[src/rtl/gon_issue_ctrl.sv]
// rtl/gon_issue_ctrl.sv - GON X-bus packet issue controller: tagged packet FIFO with enable/ready retire
// Optional stall timeout enabled by defining GON_ISSUE_TIMEOUT_EN.
module gon_issue_ctrl #(
  parameter int DATA_WIDTH     = 64,
  parameter int ROW_TAG_WIDTH  = 4,
  parameter int COL_TAG_WIDTH  = 4,
  parameter int FIFO_DEPTH     = 4,
  parameter int TIMEOUT_CYCLES = 255
) (
  input  logic                          clk,
  input  logic                          reset,
  input  logic                          flush,
  input  logic                          in_valid,
  input  logic [DATA_WIDTH-1:0]         in_data,
  input  logic [ROW_TAG_WIDTH-1:0]      in_row_tag,
  input  logic [COL_TAG_WIDTH-1:0]      in_col_tag,
  output logic                          in_ready,
  output logic                          bus_enable,
  output logic [DATA_WIDTH-1:0]         bus_data,
  output logic [ROW_TAG_WIDTH-1:0]      bus_row_tag,
  output logic [COL_TAG_WIDTH-1:0]      bus_col_tag,
  input  logic                          bus_ready,
  output logic                          busy,
  output logic [$clog2(FIFO_DEPTH):0]   pkt_count,
  output logic                          err_timeout
);

  localparam int AW = $clog2(FIFO_DEPTH);
  localparam int CW = AW + 1;
  localparam int PW = DATA_WIDTH + ROW_TAG_WIDTH + COL_TAG_WIDTH;
  localparam logic [CW-1:0] FULL_CNT = CW'(FIFO_DEPTH);

  if (FIFO_DEPTH < 2 || (FIFO_DEPTH & (FIFO_DEPTH - 1)) != 0 || TIMEOUT_CYCLES < 1) begin : g_cfg_check
    $error("gon_issue_ctrl: FIFO_DEPTH must be a power of two >= 2 and TIMEOUT_CYCLES >= 1");
  end

  typedef enum logic {IDLE, SEND} state_e;

  state_e          state_q, state_d;
  logic [PW-1:0]   mem_q [FIFO_DEPTH];
  logic [PW-1:0]   mem_d [FIFO_DEPTH];
  logic [AW-1:0]   wr_ptr_q, wr_ptr_d;
  logic [AW-1:0]   rd_ptr_q, rd_ptr_d;
  logic [CW-1:0]   count_q, count_d;
  logic            push, fire, pop, tmo;
  logic [PW-1:0]   head;

  assign in_ready   = (count_q != FULL_CNT);
  assign bus_enable = (state_q == SEND);
  assign head       = mem_q[rd_ptr_q];
  assign {bus_data, bus_row_tag, bus_col_tag} = bus_enable ? head : '0;
  assign pkt_count  = count_q;
  assign busy       = (count_q != '0) || bus_enable;

`ifdef GON_ISSUE_TIMEOUT_EN
  localparam int SW = $clog2(TIMEOUT_CYCLES + 1);
  localparam logic [SW-1:0] STALL_MAX = SW'(TIMEOUT_CYCLES - 1);

  logic [SW-1:0] stall_q, stall_d;
  logic          err_q, err_d;

  // The last stalled cycle retires the head as a drop; flush wins over a coincident timeout.
  assign tmo = bus_enable && !bus_ready && !flush && (stall_q == STALL_MAX);

  always_comb begin
    stall_d = '0;
    err_d   = err_q | tmo;
    if (bus_enable && !pop && !flush) begin
      stall_d = stall_q + SW'(1);
    end
  end

  always_ff @(posedge clk) begin
    if (!reset) begin
      stall_q <= '0;
      err_q   <= 1'b0;
    end else begin
      stall_q <= stall_d;
      err_q   <= err_d;
    end
  end

  assign err_timeout = err_q;
`else
  assign tmo         = 1'b0;
  assign err_timeout = 1'b0;
`endif

  always_comb begin
    push     = in_valid && in_ready;
    fire     = bus_enable && bus_ready;
    pop      = fire || tmo;
    mem_d    = mem_q;
    wr_ptr_d = wr_ptr_q;
    rd_ptr_d = rd_ptr_q;
    count_d  = count_q;
    state_d  = state_q;
    if (flush) begin
      wr_ptr_d = '0;
      rd_ptr_d = '0;
      count_d  = '0;
      state_d  = IDLE;
    end else begin
      if (push) begin
        mem_d[wr_ptr_q] = {in_data, in_row_tag, in_col_tag};
        wr_ptr_d        = wr_ptr_q + AW'(1);
      end
      if (pop) begin
        rd_ptr_d = rd_ptr_q + AW'(1);
      end
      count_d = count_q + CW'(push) - CW'(pop);
      case (state_q)
        IDLE:    if (count_d != '0) state_d = SEND;
        SEND:    if (count_d == '0) state_d = IDLE;
        default: state_d = IDLE;
      endcase
    end
  end

  always_ff @(posedge clk) begin
    if (!reset) begin
      state_q  <= IDLE;
      wr_ptr_q <= '0;
      rd_ptr_q <= '0;
      count_q  <= '0;
      for (int i = 0; i < FIFO_DEPTH; i++) mem_q[i] <= '0;
    end else begin
      state_q  <= state_d;
      wr_ptr_q <= wr_ptr_d;
      rd_ptr_q <= rd_ptr_d;
      count_q  <= count_d;
      mem_q    <= mem_d;
    end
  end

endmodule

[config.mk]
export PLATFORM = sky130hd
export DESIGN_NAME = gon_issue_ctrl
export DESIGN_NICKNAME = d
export VERILOG_FILES = /design/src/rtl/gon_issue_ctrl.sv
export SDC_FILE = /design/constraint.sdc
export NUM_CORES = 1
export LEC_CHECK = 0
export BUFFER_PORTS_ARGS = -buffer_cell sky130_fd_sc_hd__buf_2
export CAP_MARGIN = 20
export CORE_MARGIN = 10
export CORE_UTILIZATION = 55
export CTS_BUF_LIST = sky130_fd_sc_hd__clkbuf_2
export DETAILED_ROUTE_END_ITERATION = 6
export GPL_TIMING_DRIVEN = 0
export PLACE_DENSITY = 0.72
export SYNTH_ARGS = -nofsm -noshare
export SYNTH_HDL_FRONTEND = slang
export SYNTH_SLANG_ARGS = --single-unit
[constraint.sdc]
create_clock -name clk -period 7 [get_ports clk]
set_clock_uncertainty 0.2 [all_clocks]
set_input_delay 1.05 -clock clk [delete_from_list [all_inputs] [get_ports clk]]
set_output_delay 1.05 -clock clk [all_outputs]
set_load 0.02 [all_outputs]
# After elaboration in Yosys (flattened, before gate mapping)

Cells that the tools add are included.

Register bits: 296
Bits in latches: 0
Bits in writable memories: 0
Memory bits (read-only): 0
Input bits: 77
Logic and storage cells: 40
Memories kept: 0

$add $sub $neg: 4
Multipliers: 0
Divide/modulo/power cells: 0
Magnitude comparators: 3
Equal/unequal tests: 1
Shifts and indexed selects: 0
Mux-type cells: 10
Bitwise gates (word level): 5
Reduce and logical (&&, ||, !) cells: 9

Operators with widths:

| cell                                                       | count |
|---|---|
| bitwise mux 288 bit                                        | 1 |
| 2-to-1 mux 72 bit                                          | 4 |
| binary-select mux 72 bit (select 2 bit)                    | 1 |
| demux 72 bit (select 2 bit)                                | 1 |
| >= comparator 3 bit, second input constant                 | 2 |
| inverter 2 -> 3 bit                                        | 2 |
| nonzero test 3 bit                                         | 2 |
| adder 2 x 1 -> 2 bit, second input constant                | 2 |
| adder 3 x 1 -> 3 bit                                       | 1 |
| logical AND 1 bit                                          | 3 |
| zero test 3 bit                                            | 1 |
| less-than comparator 3 x 1 -> 1 bit, second input constant | 1 |
| inequality test 3 bit, second input constant               | 1 |
| inverter 1 bit                                             | 3 |
| subtractor 3 x 1 -> 3 bit                                  | 1 |
| 2-to-1 mux 1 bit                                           | 2 |
| one-hot mux 1 bit (2 select lines)                         | 1 |
| AND reduction 2 bit                                        | 1 |
| OR reduction 2 bit                                         | 1 |
| logical OR 1 bit                                           | 1 |

# Logic depth before layout (Yosys ltp)

Gate-level depths: netlist (run 1).

Word-level depth: 7
Gate-level depth with buffers: 11

# Worst setup path before layout (run 1)

No wires, ideal clock.

Path type: reg2out
Start: register rd_ptr_q[1]
End: output bus_data[41]
Data arrival time: 1582 ps
Data required time: 5750 ps
Setup slack: 4168 ps
Stages on the path, launching flop included: 5
Cells stage by stage: dfxtp_1 > buf_2 > buf_2 > mux4_2 > and2_1

Word-level cells in the longest chain between the ends: 5

Ends and longest elaborated chain:

| element                                              | line | source |
|---|---|---|
| start, declared                                      | 43   | `logic [AW-1:0] rd_ptr_q, rd_ptr_d;` |
| start signal, assigned                               | 130  | `rd_ptr_q <= rd_ptr_d;` |
| inverter 2 -> 3 bit (implied by the code)            | 50   | `assign head = mem_q[rd_ptr_q];` |
| binary-select mux 72 bit (select 2 bit)              | 50   |  |
| 2-to-1 mux 72 bit (implied by the code) (2 in a row) | 50   |  |
| 2-to-1 mux 72 bit                                    | 51   | `assign {bus_data, bus_row_tag, bus_col_tag} = bus_enable ? head : '0;` |
| end, declared                                        | 19   | `output logic [DATA_WIDTH-1:0] bus_data,` |

Every way passes these cells. The select of a mux whose other input is x is not followed.

# Worst setup path after layout (run 1)

Start: register state_q, in the netlist bus_enable
End: output bus_data[45]

Word-level cells in the longest chain between the ends: 1

Ends and longest elaborated chain:

| element                | line | source |
|---|---|---|
| start, declared        | 39   | `state_e state_q, state_d;` |
| start signal, assigned | 128  | `state_q <= state_d;` |
| 2-to-1 mux 72 bit      | 51   |  |

Every way passes these cells.

==> results_dict.tcl, run 1 <==
set metrics [dict create \
    drtIter0Drc 534 \
    pre_cts_ws_ps 3610 \
    peakVddDrop_mv 0.149 \
    start_util 0.557 \
    regToRegEndpoint "bus_enable$_SDFF_PP0_" \
    async_flop_share 0 \
    ant_nets 0 \
    hold_buffers 0 \
    syn_to_final_growth_pct 13.8 \
    antenna_found_initial 3 \
    post_cts_buffers 0 \
    portBuffers 154 \
    hold_viol 0 \
    tritoncts "yes" \
    grt_max_degree 11 \
    min_from "mem_q[155]$_SDFFE_PN0P_" \
    synth.top_cells.by_count "364 x nand2_1, 296 x dfxtp_1, 289 x mux2i_1, 73 x and2_1, 72 x mux4_2" \
    r2r_cells 11 \
    route.detailed.wl_per_inst_microns 18.3 \
    rows 57 \
    synth_edf_count 0 \
    wirelength_microns 33700 \
    cts_buffers 77 \
    rsz0062_at_grt "no" \
    insertion_delay_ps 820 \
    layout-drive-gt1-share 0.262 \
    fill_cells 2059 \
    syn-num-nets 1311 \
    tns_ps 0 \
    cts_resized 0 \
    yosys_warnings 0 \
    clock-sinks 296 \
    hold_path_end "mem_q[155]$_SDFFE_PN0P_" \
    synth_ff_type "dfxtp_1" \
    synth_top_area_cell "dfxtp_1" \
    arrival_ps 3020 \
    power.leakage_nw 5.87 \
    grt_pass1_wl_microns 54000 \
    place.gp.congestion 0.793 \
    startpoint_type "flip-flop" \
    post-synth-top-count-cell "nand2_1" \
    vias_per_cell 5.32 \
    r2r-start "pkt_count[2]$_SDFF_PP0_" \
    post-route-min-period_ps 4270 \
    drv_cap 0 \
    core_sq_mm 0.0242 \
    cts_root_buf "clkbuf_2" \
    setup_slack_ps 2730 \
    setup_violations 0 \
    dr.pass1.iters 6 \
    cts_buffer_depth 3 \
    netlist_area_sq_mm 0.0135 \
    synth_seq_cells 296 \
    ys_types 27 \
    period_share 0.611 \
    path_class "flip-flop to primary output" \
    hold_class "flip-flop to flip-flop" \
    yosys-top-cells-area "dfxtp_1 44%, mux2i_1 21%, mux4_2 12%" \
    dieArea_sq_mm 0.0312 \
    crit_fanout 10 \
    synth-seq-area-share 0.440 \
    drc_errors 0 \
    powerDensity_mw_per_mm2 207 \
    hold_depth 2 \
    run_status "complete, no violations" \
    grt_use_total 0.214 \
    fmax_ghz 0.234 \
    syn_area_per_cell_sq_um 11.0 \
    final_nets 1544 \
    worstMarginPinSlew_ps 1160 \
    yosysTopAreaCellShare 0.440 \
    vias 9813 \
    cts.clk_slew.worst_paths_ps 90 \
    syn_inst 1227 \
    overflow 0 \
    htree_levels 3 \
    relSlewSlack 0.226 \
    grt_pass1_vias 10471 \
    post-dp-hpwl_microns 22900 \
    die_x_microns 177 \
    required_ps 5750 \
    pin_count 156 \
    die_h_microns 177 \
    crit_path_end_kind "primary output" \
    r2r_setup_slack_ps 4310 \
    finalMaxSlewViolations 0 \
]
-- cell usage in the layout, fill, tap and decap left out, drive strengths merged, types with 2 or more instances in the layout --
cell type | synthesis | routed
clkbuf | 50 | 161
xnor2 | 2 | 2
and2 | 73 | 73
inv | 5 | 8
clkinv | 0 | 22
mux4 | 72 | 72
xor2 | 2 | 2
diode | 0 | 3
mux2i | 289 | 289
buf | 48 | 202
and3 | 4 | 4
dfxtp | 296 | 296
nand2 | 364 | 364
nor2 | 5 | 5
ha | 6 | 6
-- cell families after synthesis --
kind of cell    count (synthesis)  share of synthesized area
compound gates                  2                    0.00121
flops                         296                      0.440
other cells                     1                   0.000278
buf+inv                       103                     0.0700
xor+xnor                        4                    0.00260
mux                           361                      0.335
fa+ha+maj                       7                    0.00706
simple gates                  453                      0.144
-- flip-flops by register name, indices dropped and copies added (netlist names) --
signal      count
bus_enable      1
wr_ptr_q        2
rd_ptr_q        2
mem_q         288
pkt_count       3
-- area by class of cell --
| cell class | instances | area [sq um] | area share |
|---|---|---|---|
| Antenna cell | 3 | 7.51 | 0.000490 |
| Tap cell | 324 | 405 | 0.0264 |
| Sequential cell | 296 | 5930 | 0.386 |
| Clock buffer | 111 | 556 | 0.0362 |
| Inverter | 5 | 18.8 | 0.00122 |
| Timing Repair Buffer | 154 | 771 | 0.0503 |
| Multi-Input combinational cell | 828 | 6600 | 0.430 |
| Buffer | 98 | 925 | 0.0603 |
| Clock inverter | 26 | 126 | 0.00824 |
-- worst max-delay path, cell delays in order (launching register included) --
cell and delay, ps:
dfxtp_1 430, clkbuf_1 890, clkbuf_1 460, and2_1 240, buf_2 180
-- power by group --
| group | internal (mW) | switching (mW) |
|---|---|---|
| registers | 1.72 | 0.0185 |
| clock network | 0.462 | 0.695 |
| logic | 0.117 | 0.169 |
-- through the flow --
stage / cell area [sq um] / power, mW / hold slack (ps) / utilization / cells
floorplan: 13500 / 1.96 / 232 / - / 1227
finish: 15300 / 3.18 / 259 / 0.634 / 1845
CTS: 15300 / 3.21 / 253 / 0.634 / 1842
global placement: 14600 / 2.05 / 238 / 0.606 / 1705
detailed placement: 14600 / 2.06 / 245 / 0.606 / 1705
global route: 15300 / 3.33 / 248 / 0.634 / 1845
-- worst max path at each step --
stage                                         from  depth (start not counted)      endpoint
after detailed placement  rd_ptr_q[1]$_SDFFE_PP0P_                          6  bus_data[24]
final                        bus_enable$_SDFF_PP0_                          4  bus_data[45]
after global placement       bus_enable$_SDFF_PP0_                          4  bus_data[45]
after floorplan           rd_ptr_q[1]$_SDFFE_PP0P_                          4  bus_data[41]
after CTS                 rd_ptr_q[1]$_SDFFE_PP0P_                          6  bus_data[20]
after global routing      rd_ptr_q[1]$_SDFFE_PP0P_                          6  bus_data[20]
-- metal layers --
layer	wire [microns]	share of wire	global-route usage
met1	14800	0.44	0.261
met2	16500	0.49	0.362
met3	1880	0.056	0.0530
met4	623	0.018	0.0715
met5	0	0	0
Power figures use the tool's default switching activity.
==> run 2: changes to the inputs <==
--- a/config.mk
+++ b/config.mk
@@ -5,6 +5,7 @@
 export SDC_FILE = /design/constraint.sdc
 export NUM_CORES = 1
 export LEC_CHECK = 0
+export ABC_AREA = 1
 export BUFFER_PORTS_ARGS = -buffer_cell sky130_fd_sc_hd__buf_2
 export CAP_MARGIN = 20
 export CORE_MARGIN = 10
@@ -12,7 +13,7 @@
 export CTS_BUF_LIST = sky130_fd_sc_hd__clkbuf_2
 export DETAILED_ROUTE_END_ITERATION = 6
 export GPL_TIMING_DRIVEN = 0
-export PLACE_DENSITY = 0.72
+export PLACE_DENSITY = 0.75
 export SYNTH_ARGS = -nofsm -noshare
 export SYNTH_HDL_FRONTEND = slang
 export SYNTH_SLANG_ARGS = --single-unit
==> constraint.sdc (replaced) <==
create_clock -name clk -period 3.8 [get_ports clk]
set_clock_uncertainty 0.2 [all_clocks]
set_input_delay 0.57 -clock clk [delete_from_list [all_inputs] [get_ports clk]]
set_output_delay 0.57 -clock clk [all_outputs]
set_load 0.02 [all_outputs]
==> run 2 against run 1 <==
  * Critical path depth rose by 3
  * Clock-buffer cell count rose by 11
  * Via count is 52% higher
  * Sequential share of layout area is 3.4 points lower
  * Largest power group unchanged
  * Power up 94%
  * Register-to-register slack lost 3100 ps
  * Utilization increased by 3.0 points
==> results_dict.tcl, run 2 <==
set metrics [dict create \
    dr.pass1.iters 5 \
    clock_power_share 0.355 \
    peakVddDrop_mv 0.242 \
    largest_reg_flops 288 \
    place.gp.congestion 0.863 \
    syn_inst 2294 \
    cpPeakStageDelay_ps 540 \
    yosys-top-cells-area "dfxtp_1 42%, nand2_1 15%, nor2_1 15%" \
    grt_pass1_vias 14312 \
    crit_fanout 19 \
    largest_register "mem_q" \
    cts_root_buf "clkbuf_2" \
    run_status "complete, no violations" \
    synth_compound_area_frac 0.130 \
    synthSimpleGateAreaFrac 0.315 \
    tritoncts "yes" \
    period_share 0.966 \
    synth_top_family_by_area "simple AND/OR/NAND/NOR gates" \
    start_util 0.562 \
    insertion_delay_ps 860 \
    synth_edf_count 0 \
    synth.top_cells.by_count "584 x nand2_1, 578 x nor2_1, 298 x inv_1, 296 x dfxtp_1, 221 x a21oi_1" \
    p_int_mw 4.34 \
    yosys_warnings 0 \
    rows 58 \
    synth-seq-area-share 0.416 \
    overflow 0 \
    fill_cells 2396 \
    async_flop_share 0 \
    route.detailed.wl_per_inst_microns 14.7 \
    grt_max_degree 20 \
    synthAdderAreaFrac 0.00668 \
    cpMostUsedCell "buf_2" \
    switching_share 0.296 \
    drv_cap 0 \
    worstMarginPinSlew_ps 949 \
    cts_buffer_depth 3 \
    required_ps 3030 \
    r2r_setup_slack_ps 1170 \
    finalMaxSlewViolations 0 \
    p_comb_frac 0.119 \
    dp_cells 2776 \
    hold_class "flip-flop to flip-flop" \
    yosysTopAreaCellShare 0.416 \
    fmax_ghz 0.272 \
    power.leakage_nw 8.92 \
    post-dp-hpwl_microns 29700 \
    htree_levels 3 \
    layout-drive-gt1-share 0.140 \
    arrival_ps 2900 \
    crit_slowest_cell "buf_2" \
    layout_commonest_cell "nand2_1" \
    netlist_area_sq_mm 0.0142 \
    synth-xor-area-share 0.00123 \
    grt_use_total 0.257 \
    fin_total_pwr_mw 6.16 \
    hold_viol 0 \
    startpoint_type "flip-flop" \
    core_sq_mm 0.0253 \
    syn_to_final_growth_pct 18.2 \
    tns_ps 0 \
    dieArea_sq_mm 0.0327 \
    post_cts_buffers 0 \
    syn-num-nets 2378 \
    final_cell_mix "584 x nand2_1, 578 x nor2_1, 298 x inv_1" \
    cts_buffers 77 \
    setup_violations 0 \
    switching_power_mw 1.82 \
    synth_seq_cells 296 \
    wirelength_microns 43700 \
    relSlewSlack 0.367 \
    stdcell_count 2980 \
    hold_ws_ps 313 \
    crit_buf_inv 4 \
    post-synth-top-count-cell "nand2_1" \
    synthMuxAreaShare 0 \
    ant_nets 0 \
    vias 14871 \
    cts.clk_slew.worst_paths_ps 90 \
    vias_per_cell 4.99 \
    pin_count 156 \
    grt_pass1_wl_microns 70700 \
    finalCoreUtilization 0.664 \
    post-route-min-period_ps 3670 \
    final_nets 2684 \
    cts_resized 0 \
    clock-sinks 296 \
    synth_top_area_cell "dfxtp_1" \
    synth_ff_type "dfxtp_1" \
    die_h_microns 181 \
    powerDensity_mw_per_mm2 366 \
    syn_area_per_cell_sq_um 6.20 \
    rsz0062_at_grt "no" \
    drtIter0Drc 1176 \
    die_x_microns 181 \
    crit_path_end_kind "primary output" \
    ys_types 21 \
    cp_cell_sequence "inv_2, buf_2, buf_2, a21oi_1, o21ai_0, a21oi_1, buf_2" \
    drc_errors 0 \
    path_class "flip-flop to primary output" \
    crit_family "buffers and inverters" \
    seqPwrFrac 0.526 \
    portBuffers 152 \
    antenna_found_initial 1 \
]
run 2: repair_timing:
item | in CTS | in global routing
setup endpoints to repair | 2 | 0
endpoints found under the hold margin | 295 | 0
hold buffers | 76 | 0
run 2: layer usage:
metal  track usage  up-vias  share of wire
met5             0        -              0
met2         0.432      530           0.47
met1         0.319     6714           0.43
met3        0.0474       91          0.074
li1              -     7536              -
met4        0.0965        0          0.025
run 2: final timing paths:
| path | to | from | depth (start not counted) |
|---|---|---|---|
| hold reg to reg | mem_q[41]$_SDFFE_PN0P_ | mem_q[41]$_SDFFE_PN0P_ | 4 |
| hold / removal | mem_q[41]$_SDFFE_PN0P_ | mem_q[41]$_SDFFE_PN0P_ | 4 |
| setup reg to reg | bus_enable$_SDFF_PP0_ | pkt_count[1]$_SDFF_PP0_ | 12 |
| setup / recovery | bus_data[6] | rd_ptr_q[0]$_SDFFE_PP0P_ | 7 |
run 2: worst register-to-register path, cell delays in order (launching register included):
cell and delay, ps:
dfxtp_1 550, nor2_2 110, nand2_4 170, nand2_1 150, ha_1 310, inv_1 50, ha_1 120, inv_1 50
fa_1 510, nand2_1 60, nand3b_1 150, nand2_1 60, inv_1 30
run 2: power by group through the flow:
stage          Clock, mW  Sequential [mW]  Combinational, mW
2_1_floorplan          0             3.30              0.412
3_3_place_gp           0             3.30              0.648
3_5_place_dp           0             3.31              0.660
4_1_cts             2.22             3.24              0.726
5_1_grt             2.38             3.25              0.817
6_report            2.19             3.24              0.734
run 2: layout make-up:
cell class / instances / area, sq um / share of cell area
Clock inverter: 5 / 45.0 / 0.00268
Clock buffer: 122 / 611 / 0.0363
Tap cell: 330 / 413 / 0.0245
Sequential cell: 296 / 5930 / 0.352
Multi-Input combinational cell: 1549 / 6440 / 0.383
Inverter: 301 / 1130 / 0.0672
Antenna cell: 2 / 5.00 / 0.000297
Buffer: 147 / 731 / 0.0434
Timing Repair Buffer: 228 / 1520 / 0.0904
run 2: logic make-up after synthesis:
| group | count (synthesis) |
|---|---|
| xor gates and xnor gates | 2 |
| DFF | 296 |
| and+or+nand+nor | 1170 |
| buffers and inverters | 449 |
| other | 1 |
| AOI/OAI and AO/OA | 369 |
| adders and majority gates | 7 |
run 2: stage by stage:
step                worst slack (ps)  instance area [sq um]
floorplan                       1290                  14200
global placement                 984                  15400
detailed placement               933                  15400
CTS                              130                  16800
global route                    19.0                  16800
finish                           128                  16800
